==> src/rtl/kernel_invoker_pkg.sv <==
// rtl/kernel_invoker_pkg.sv - shared types and default widths for the kernel invoker
package kernel_invoker_pkg;

    localparam int DEF_ARG_W = 32;
    localparam int DEF_CNT_W = 16;

    typedef enum logic [2:0] {
        IDLE,
        LAUNCH,
        SETTLE,
        WAIT,
        PUSH
    } state_t;

    typedef struct packed {
        logic [DEF_ARG_W-1:0] result;
        logic                 timeout;
        logic [DEF_CNT_W-1:0] cycles;
    } rsp_entry_t;

endpackage

==> src/rtl/invoker_rsp_fifo.sv <==
// rtl/invoker_rsp_fifo.sv - synchronous response FIFO, push allowed when full if popping same cycle
module invoker_rsp_fifo #(
    parameter int DATA_W = 49,
    parameter int DEPTH  = 2
) (
    input  logic              clk,
    input  logic              rst,
    input  logic              wr_valid,
    output logic              wr_ready,
    input  logic [DATA_W-1:0] wr_data,
    output logic              rd_valid,
    input  logic              rd_ready,
    output logic [DATA_W-1:0] rd_data
);
    localparam int AW = (DEPTH > 1) ? $clog2(DEPTH) : 1;
    localparam logic [AW:0] DEPTH_C = (AW+1)'(DEPTH);

    logic [DATA_W-1:0] mem_q [DEPTH];
    logic [AW-1:0]     wr_ptr_q, wr_ptr_d;
    logic [AW-1:0]     rd_ptr_q, rd_ptr_d;
    logic [AW:0]       count_q, count_d;
    logic              push, pop;

    always_comb begin
        rd_valid = (count_q != '0);
        wr_ready = (count_q != DEPTH_C) || rd_ready;
        pop      = rd_valid && rd_ready;
        push     = wr_valid && wr_ready;
        rd_data  = mem_q[rd_ptr_q];
        wr_ptr_d = push ? wr_ptr_q + 1'b1 : wr_ptr_q;
        rd_ptr_d = pop  ? rd_ptr_q + 1'b1 : rd_ptr_q;
        count_d  = count_q;
        if (push && !pop) count_d = count_q + 1'b1;
        if (pop && !push) count_d = count_q - 1'b1;
    end

    always_ff @(posedge clk) begin
        if (rst) begin
            wr_ptr_q <= '0;
            rd_ptr_q <= '0;
            count_q  <= '0;
        end else begin
            wr_ptr_q <= wr_ptr_d;
            rd_ptr_q <= rd_ptr_d;
            count_q  <= count_d;
        end
        if (push) mem_q[wr_ptr_q] <= wr_data;
    end

endmodule

==> src/rtl/kernel_invoker.sv <==
// rtl/kernel_invoker.sv - launches a single-shot kernel per request and queues result/timeout/cycles
module kernel_invoker
    import kernel_invoker_pkg::*;
#(
    parameter int ARG_W     = DEF_ARG_W,
    parameter int TIMEOUT   = 65535,
    parameter int CNT_W     = DEF_CNT_W,
    parameter int RSP_DEPTH = 2
) (
    input  logic             clk,
    input  logic             rst,
    input  logic             req_valid,
    output logic             req_ready,
    input  logic [ARG_W-1:0] req_n,
    input  logic [ARG_W-1:0] req_a,
    input  logic [ARG_W-1:0] req_b,
    output logic             rsp_valid,
    input  logic             rsp_ready,
    output logic [ARG_W-1:0] rsp_result,
    output logic             rsp_timeout,
    output logic [CNT_W-1:0] rsp_cycles,
    output logic             busy,
    output logic             k_r_enable,
    output logic [ARG_W-1:0] k_init_n,
    output logic [ARG_W-1:0] k_init_a,
    output logic [ARG_W-1:0] k_init_b,
    input  logic             k_w_enable,
    input  logic [ARG_W-1:0] k_result
);
    localparam int          ENTRY_W   = ARG_W + 1 + CNT_W;
    localparam logic [CNT_W-1:0] CNT_MAX = '1;
    localparam logic [CNT_W:0]   TIMEOUT_V = (CNT_W+1)'(TIMEOUT);

    state_t           state_q, state_d;
    logic             k_r_enable_q, k_r_enable_d;
    logic             busy_q, busy_d;
    logic             req_ready_q, req_ready_d;
    logic [ARG_W-1:0] k_init_n_q, k_init_n_d, k_init_a_q, k_init_a_d, k_init_b_q, k_init_b_d;
    logic [CNT_W-1:0] cnt_q, cnt_d, cnt_inc;
    logic [ARG_W-1:0] res_q, res_d;
    logic             to_q, to_d;
    logic [CNT_W-1:0] cyc_q, cyc_d;
    logic             fifo_wr_ready;
    logic [ENTRY_W-1:0] fifo_rd_data;

    always_comb begin
        state_d    = state_q;
        k_init_n_d = k_init_n_q;
        k_init_a_d = k_init_a_q;
        k_init_b_d = k_init_b_q;
        cnt_d      = cnt_q;
        res_d      = res_q;
        to_d       = to_q;
        cyc_d      = cyc_q;
        cnt_inc    = (cnt_q == CNT_MAX) ? cnt_q : cnt_q + 1'b1;
        case (state_q)
            IDLE: if (req_valid) begin
                k_init_n_d = req_n;
                k_init_a_d = req_a;
                k_init_b_d = req_b;
                state_d    = LAUNCH;
            end
            LAUNCH: begin
                cnt_d   = '0;
                state_d = SETTLE;
            end
            SETTLE: begin
                cnt_d   = cnt_inc;
                state_d = WAIT;
            end
            // cnt_inc is the count of the current cycle; done takes priority over timeout
            WAIT: begin
                cnt_d = cnt_inc;
                if (k_w_enable) begin
                    res_d   = k_result;
                    to_d    = 1'b0;
                    cyc_d   = cnt_inc;
                    state_d = PUSH;
                end else if ({1'b0, cnt_inc} >= TIMEOUT_V) begin
                    res_d   = '0;
                    to_d    = 1'b1;
                    cyc_d   = cnt_inc;
                    state_d = PUSH;
                end
            end
            PUSH: if (fifo_wr_ready) state_d = IDLE;
            default: state_d = IDLE;
        endcase
        k_r_enable_d = (state_d == LAUNCH);
        busy_d       = (state_d != IDLE);
        req_ready_d  = (state_d == IDLE);
    end

    always_ff @(posedge clk) begin
        if (rst) begin
            state_q      <= IDLE;
            k_r_enable_q <= 1'b0;
            busy_q       <= 1'b0;
            req_ready_q  <= 1'b1;
            k_init_n_q   <= '0;
            k_init_a_q   <= '0;
            k_init_b_q   <= '0;
            cnt_q        <= '0;
            res_q        <= '0;
            to_q         <= 1'b0;
            cyc_q        <= '0;
        end else begin
            state_q      <= state_d;
            k_r_enable_q <= k_r_enable_d;
            busy_q       <= busy_d;
            req_ready_q  <= req_ready_d;
            k_init_n_q   <= k_init_n_d;
            k_init_a_q   <= k_init_a_d;
            k_init_b_q   <= k_init_b_d;
            cnt_q        <= cnt_d;
            res_q        <= res_d;
            to_q         <= to_d;
            cyc_q        <= cyc_d;
        end
    end

    invoker_rsp_fifo #(
        .DATA_W (ENTRY_W),
        .DEPTH  (RSP_DEPTH)
    ) u_rsp_fifo (
        .clk      (clk),
        .rst      (rst),
        .wr_valid (state_q == PUSH),
        .wr_ready (fifo_wr_ready),
        .wr_data  ({res_q, to_q, cyc_q}),
        .rd_valid (rsp_valid),
        .rd_ready (rsp_ready),
        .rd_data  (fifo_rd_data)
    );

    assign {rsp_result, rsp_timeout, rsp_cycles} = fifo_rd_data;
    assign req_ready  = req_ready_q;
    assign busy       = busy_q;
    assign k_r_enable = k_r_enable_q;
    assign k_init_n   = k_init_n_q;
    assign k_init_a   = k_init_a_q;
    assign k_init_b   = k_init_b_q;

endmodule

==> config.mk <==
export PLATFORM = sky130hd
export DESIGN_NAME = kernel_invoker
export DESIGN_NICKNAME = d
export VERILOG_FILES = /design/src/rtl/kernel_invoker_pkg.sv /design/src/rtl/invoker_rsp_fifo.sv /design/src/rtl/kernel_invoker.sv
export SDC_FILE = /design/constraint.sdc
export NUM_CORES = 1
export LEC_CHECK = 0
export ABC_AREA = 1
export BUFFER_PORTS_ARGS = -buffer_cell sky130_fd_sc_hd__buf_2
export CAP_MARGIN = 0
export CORE_UTILIZATION = 50
export CTS_BUF_LIST = sky130_fd_sc_hd__clkbuf_4 sky130_fd_sc_hd__clkbuf_8 sky130_fd_sc_hd__clkbuf_16
export DETAILED_ROUTE_END_ITERATION = 6
export HOLD_SLACK_MARGIN = 0.12
export PLACE_DENSITY_LB_ADDON = 0.2
export SYNTH_ARGS = -nofsm -noshare
export SYNTH_HDL_FRONTEND = slang
export SYNTH_HIERARCHICAL = 1
export SYNTH_SLANG_ARGS = --single-unit
==> constraint.sdc <==
create_clock -name clk -period 4.9 [get_ports clk]
set_clock_uncertainty 0.1 [all_clocks]
set_input_delay 0.735 -clock clk [delete_from_list [all_inputs] [get_ports clk]]
set_output_delay 0.735 -clock clk [all_outputs]
set_load 0.01 [all_outputs]
==> Word level (Yosys, flattened, before mapping) <==
Memories as Yosys holds them, arrays and structs flattened. A register that Yosys moved wholly into a read port is not among the register bits.
Cells that the tools add are included.
{ "totals": {"ram_bits": 98, "n_memories": 1, "out_inout_bits": 149, "inputBits": 133, "elab_cells": 64, "ff_bits": 171} }
{ "classes": {"reduce_logical": 17, "n_mux": 19, "n_eq_ne": 7, "n_addsub": 5, "order_cmp": 1} }
{ "mem_list": {"columns": ["memory", "depth", "width", "rd", "rd_clocked_by_memory_dff", "wr", "line_no", "source"], "rows": [
  ["u_rsp_fifo.mem_q", 2, 49, 1, 1, 1, "invoker_rsp_fifo.sv:18", "logic [DATA_W-1:0] mem_q [DEPTH];"]
]} }
{ "op_table": {"columns": ["op", "n"], "rows": [
  ["$mux W32", 2],
  ["$mux W16", 3],
  ["$pmux W16 S2", 1],
  ["$add A16 B1 Y16 const B", 1],
  ["$eq A16 B16 Y1 const B", 1],
  ["$ge A16 B16 Y1 const B", 1],
  ["$pmux W3 S5", 1],
  ["$mux W3", 4],
  ["$reduce_bool A2 Y1", 4],
  ["$eq A3 B1 Y1 const B", 2],
  ["$eq A3 B2 Y1 const B", 2],
  ["$logic_not A3 Y1", 2],
  ["$mux W1", 6],
  ["$logic_and A1 B1 Y1", 4],
  ["$mux W2", 2],
  ["$reduce_and A2 Y1", 2],
  ["$eq A3 B3 Y1 const B", 1],
  ["$reduce_bool A3 Y1", 1],
  ["$add A1 B1 Y1 const B", 2],
  ["$add A2 B1 Y2 const B", 1],
  ["$logic_not A1 Y1", 2],
  ["$ne A2 B2 Y1 const B", 1],
  ["$reduce_or A2 Y1", 1],
  ["$sub A2 B1 Y2 const B", 1],
  ["$logic_or A1 B1 Y1", 1]
]} }

==> Longest topological paths before layout <==
{ "logic_depth": {"depth_word": 7, "ltp_mapped": 17, "mapped_depth_nobuf": 17} }

==> Modules after synthesis <==
Netlist, hierarchy kept.
{ "modules_own_cells": {"columns": ["module", "n_inst", "seq_area_each_um2", "cells_each", "area_per_inst_um2"], "rows": [
  ["kernel_invoker", 1, 3343.2, 857, 6336.1],
  ["invoker_rsp_fifo", 1, 3042.9, 191, 3827.4]
]} }

==> Worst setup path after synthesis <==
No wires, ideal clock.
{ "synth_timing": {"path_kind": "input-to-reg", "from": "in rsp_ready", "to": "mem u_rsp_fifo.mem_q[0][0], enable pin", "path_stages": 4, "path_slack_ns": 1.320, "required_ns": 4.344, "setup_time_ns": 0.456, "arrival_time_ns": 3.024, "path_buffers": 0, "cell_sequence": "inv_1 > nand3_1 > nand2_1 > nor2_1"} }
{ "synth_between": {"elab_chain_cells": 4} }
{ "synth_rtl": {"columns": ["item", "line_no", "source"], "rows": [
  ["start, declared", "kernel_invoker.sv:18", "input logic rsp_ready,"],
  ["$logic_or A1 B1 Y1", "invoker_rsp_fifo.sv:26", "wr_ready = (count_q != DEPTH_C) || rd_ready;"],
  ["net fifo_wr_ready", "kernel_invoker.sv:43", "logic fifo_wr_ready;"],
  ["$logic_and A1 B1 Y1", "invoker_rsp_fifo.sv:28", "push = wr_valid && wr_ready;"],
  ["$mux W1", "invoker_rsp_fifo.sv:47", "if (push) mem_q[wr_ptr_q] <= wr_data;"],
  ["$mux W1 (not written as such)", "invoker_rsp_fifo.sv:47", null],
  ["end, declared", "invoker_rsp_fifo.sv:18", null]
]} }
The timed path passes the listed nets, and every way through them passes these cells.

==> Worst setup path after layout <==
{ "layout_timing": {"from": "reg cnt_q[1]", "to": "reg cyc_q[13]"} }
{ "layout_between": {"elab_chain_cells": 5, "word_cells_on_any_way": 8, "cone_classes": "add/sub (1); order compare (1); eq/ne (1); mux (3); reduce/logical (2)"} }
{ "layout_rtl": {"columns": ["item", "line_no", "source"], "rows": [
  ["start, declared", "kernel_invoker.sv:39", "logic [CNT_W-1:0] cnt_q, cnt_d, cnt_inc;"],
  ["start signal, assigned", "kernel_invoker.sv:115", "cnt_q <= cnt_d;"],
  ["$add A16 B1 Y16 / $eq A16 B16 Y1 (equally long branches)", "kernel_invoker.sv:55", "cnt_inc = (cnt_q == CNT_MAX) ? cnt_q : cnt_q + 1'b1;"],
  ["$mux W16 (*)", "kernel_invoker.sv:55", null],
  ["$ge A16 B16 Y1", "kernel_invoker.sv:79", "end else if ({1'b0, cnt_inc} >= TIMEOUT_V) begin"],
  ["$reduce_bool A2 Y1 (no source line)", null, null],
  ["$reduce_and A2 Y1 (no source line)", null, null],
  ["end signal, assigned", "kernel_invoker.sv:118", "cyc_q <= cyc_d;"],
  ["end, declared", "kernel_invoker.sv:42", "logic [CNT_W-1:0] cyc_q, cyc_d;"]
]} }
Every way passes the cells marked *; elsewhere a longest branch is shown, timed or not. The select of a mux whose other input is x is not followed.
A chain may end at the register's enable or synchronous reset.

==> impl_results.md <==
- Io pins: around 280
- Crit path launch type: flop
- Die Y: 145 um
- Initial Utilization: 51.5%
- Routability cong.: 0.897
- Overall Power: between 4 and 5 mW
- Vias: 7863
- Most frequent cells in the layout: buf_2, nor2_1, dfxtp_1
- Ranking of synthesized cells by area: dfxtp_1, edfxtp_1, nor2_1
- CTS tree: done
- DR WL met2: approximately 11000 um
- Routed length on met3: around 1900 um
- Clock Latency Late Sink: 510 ps
- Synth cell types: 30
- Status: completed
- DR iter-0 viols: 381
- CP max stage delay: 680 ps
- Register area: 6390 um2
- Setup TNS Final: 0 ps
- Worst-Margin Slew: 1150 ps
- Ys flop type: dfxtp_1
- Period utilization: about two thirds
- Post-DP HPWL: between 15000 and 20000 um
- Max Buffers Root-to-Sink: 3
- Rows: 51
- CORE AREA: 19700 um2
- Global-route wire length before repair: about 35000 um
- DR top layer: met4
- WP data required: 5170 ps
- Number of synthesized flops with an enable pin: 98
- GRT overflow: 0
- Vias in the first global route: between 7000 and 8000
- H-tree depth: 1
- Yosys top cell area share: 33.9%
- Initial antenna violation count: 2
- Final WL: 23100 um
- Most common cell after layout, fill and taps aside: buf_2
- Post CTS Setup Buffer Count: 0
- Largest net degree at the start of global routing: 99
- Syn nets: roughly 1200
- Utilization after layout: between 60% and 70%
- Max-cap violations: 0
- CP most frequent cell: nand3_1
- Clock transition at path regs: ~60 ps
- Met1 WL: between 9000 and 10000 um
- RSZ-0062 raised after global routing: no
- Critical path's slowest cell: nand2_2
- Worst VDD drop: 290 uV
- Root Buffer Master: clkbuf_16
- Synth area leader: dfxtp_1
- CTS Hold Bufs: 0
- Worst rel slew slack: 23.4%
- Power density cells: 393 nW/um2
- # port buffers: 281
- Die extent in x: 145 um
- Detailed-router iteration count before antenna repair: 6
- Max Fclk: 310 MHz
- Drt drc: 0
- Multi-input gate area: 3400 um2
- Number of buffers created by CTS: 27
- CP Class: reg -> reg
- CTS resizes: 0
- CP endpoint kind: flop
- Yosys Warn Count: 6
- Final setup viols: 0
- Area Overhead vs Synth: 23.6%
- Routed Antenna Nets: 0
- Nets: 1441
- Die Area: 20900 um2
- Post-synthesis sequential area ratio: 62.8%
- Number of fill cells: 1673
- Crit-path max FO: 50
- Dpl cell area: 11700 um2
- Asr flop ratio synth: 0%
- #FFs+latches synth: 270
- Mapped Cells: 1048
- Max-slew violations: 0
- Vias per cell: 4.94
- Arr. time, crit path: 3490 ps
- Crit-path cells: ha_1, nand3_1, nor2_1, nand3_1, nand2_1, nand3_1, nand2_1, nor2_1, nand3_1, nand2_2, nand2_2, clkinv_2, nand2_1, a21oi_1
- Gr usage total: about a fifth
- Worst hold path class: reg -> reg
- Final hold vios: 0
- WL/cell: 14.5 um
- Finished layout cell area: approximately 13000 um2
- Final min period: 3220 ps
- Share of cells above drive strength 1: 30.2%
- Leakage: 5.12 nW
- Syn Area/Cell: slightly below 10 um2
- Synth Cell Area: around 10000 um2
- Clock sinks: 270
[worst paths after layout]
| kind | cells after the start | slack, ps | from | to |
|---|---|---|---|---|
| hold reg to reg | 0 | 350 | cyc_q[2]$_SDFFE_PP0P_ | u_rsp_fifo/mem_q[1][2]$_DFFE_PP_ |
| setup reg to reg | 14 | 1680 | cnt_q[1]$_SDFFE_PP0P_ | cyc_q[13]$_SDFFE_PP0P_ |
| setup / recovery | 14 | 1680 | cnt_q[1]$_SDFFE_PP0P_ | cyc_q[13]$_SDFFE_PP0P_ |
| hold / removal | 0 | 350 | cyc_q[2]$_SDFFE_PP0P_ | u_rsp_fifo/mem_q[1][2]$_DFFE_PP_ |
[logic make-up (layout without fill, tap and decap cells)]
group	after synthesis	count (layout)	synth area share [%]
other	0	2	0
muxes	49	49	5.80
and+or+nand+nor	459	459	18.2
DFF	270	270	62.8
buffers and inverters	88	366	3.89
xor gates and xnor gates	2	2	0.172
AOI/OAI and AO/OA	178	178	8.89
adders and majority gates	2	2	0.246
[sequential cells by signal, summed over array words and instances, names as in the netlist, named ones only]
| name | cells |
|---|---|
| u_rsp_fifo/count_q | 2 |
| u_rsp_fifo/mem_q | 98 |
| res_q | 32 |
| req_ready | 1 |
| k_init_a | 32 |
| k_r_enable | 1 |
| to_q | 1 |
| k_init_n | 32 |
| k_init_b | 32 |
| busy | 1 |
| state_q | 3 |
| cyc_q | 16 |
| cnt_q | 16 |
| u_rsp_fifo/rd_ptr_q | 1 |
| u_rsp_fifo/wr_ptr_q | 1 |
[layout make-up]
cell class                      count  share of cell area, %
Sequential cell                   270                   50.9
Multi-Input combinational cell    690                   27.0
Timing Repair Buffer              288                   11.6
Clock buffer                       34                   5.95
Tap cell                          265                   2.64
Clock inverter                     15                  0.966
Inverter                           29                  0.877
Antenna cell                        2                 0.0399
[routing by layer]
metal,vias to the layer above,GRT usage [%]
li1,4017,-
met1,3555,26.0
met2,254,35.8
met3,37,6.26
met4,0,7.26
met5,-,0
[per-stage QoR]
stage | hold slack, ps | instances | setup slack [ps]
3_5_place_dp | 338 | 1542 | 1670
4_1_cts | 348 | 1591 | 1670
5_1_grt | 354 | 1593 | 1240
3_3_place_gp | 329 | 1542 | 1730
6_report | 351 | 1593 | 1680
2_1_floorplan | 326 | 1048 | 1320
[cells in the mapped netlist (2+ instances only)]
| master | n |
|---|---|
| edfxtp_1 | 98 |
| nor2_1 | 249 |
| nand4_1 | 5 |
| nand2_2 | 3 |
| o21bai_1 | 5 |
| dfxtp_1 | 172 |
| nor2_4 | 3 |
| nor2_2 | 3 |
| ha_1 | 2 |
| buf_6 | 5 |
| buf_1 | 5 |
| mux2_2 | 39 |
| mux2_4 | 10 |
| clkbuf_1 | 42 |
| a21oi_1 | 55 |
| nand2_1 | 144 |
| buf_4 | 3 |
| inv_1 | 27 |
| buf_2 | 3 |
| nand3_1 | 49 |
| o21ai_1 | 2 |
| o21ai_0 | 116 |
[power by group]
part | switching, mW | total, mW | leakage [nW] | internal (mW)
sequential | 0.0527 | 2.47 | 2.25 | 2.42
clock | 0.810 | 1.99 | 0.445 | 1.18
combinational | 0.294 | 0.478 | 2.42 | 0.184
total | 1.16 | 4.94 | 5.12 | 3.78
[critical path: cells and delay by family (launching register included)]
family,cells,cell delay (ps)
and+or+nand+nor,11,1830
AOI/OAI and AO/OA,1,70
adders and majority gates,1,230
buffers and inverters,1,450
DFF,1,390
Power figures use the tool's default switching activity.
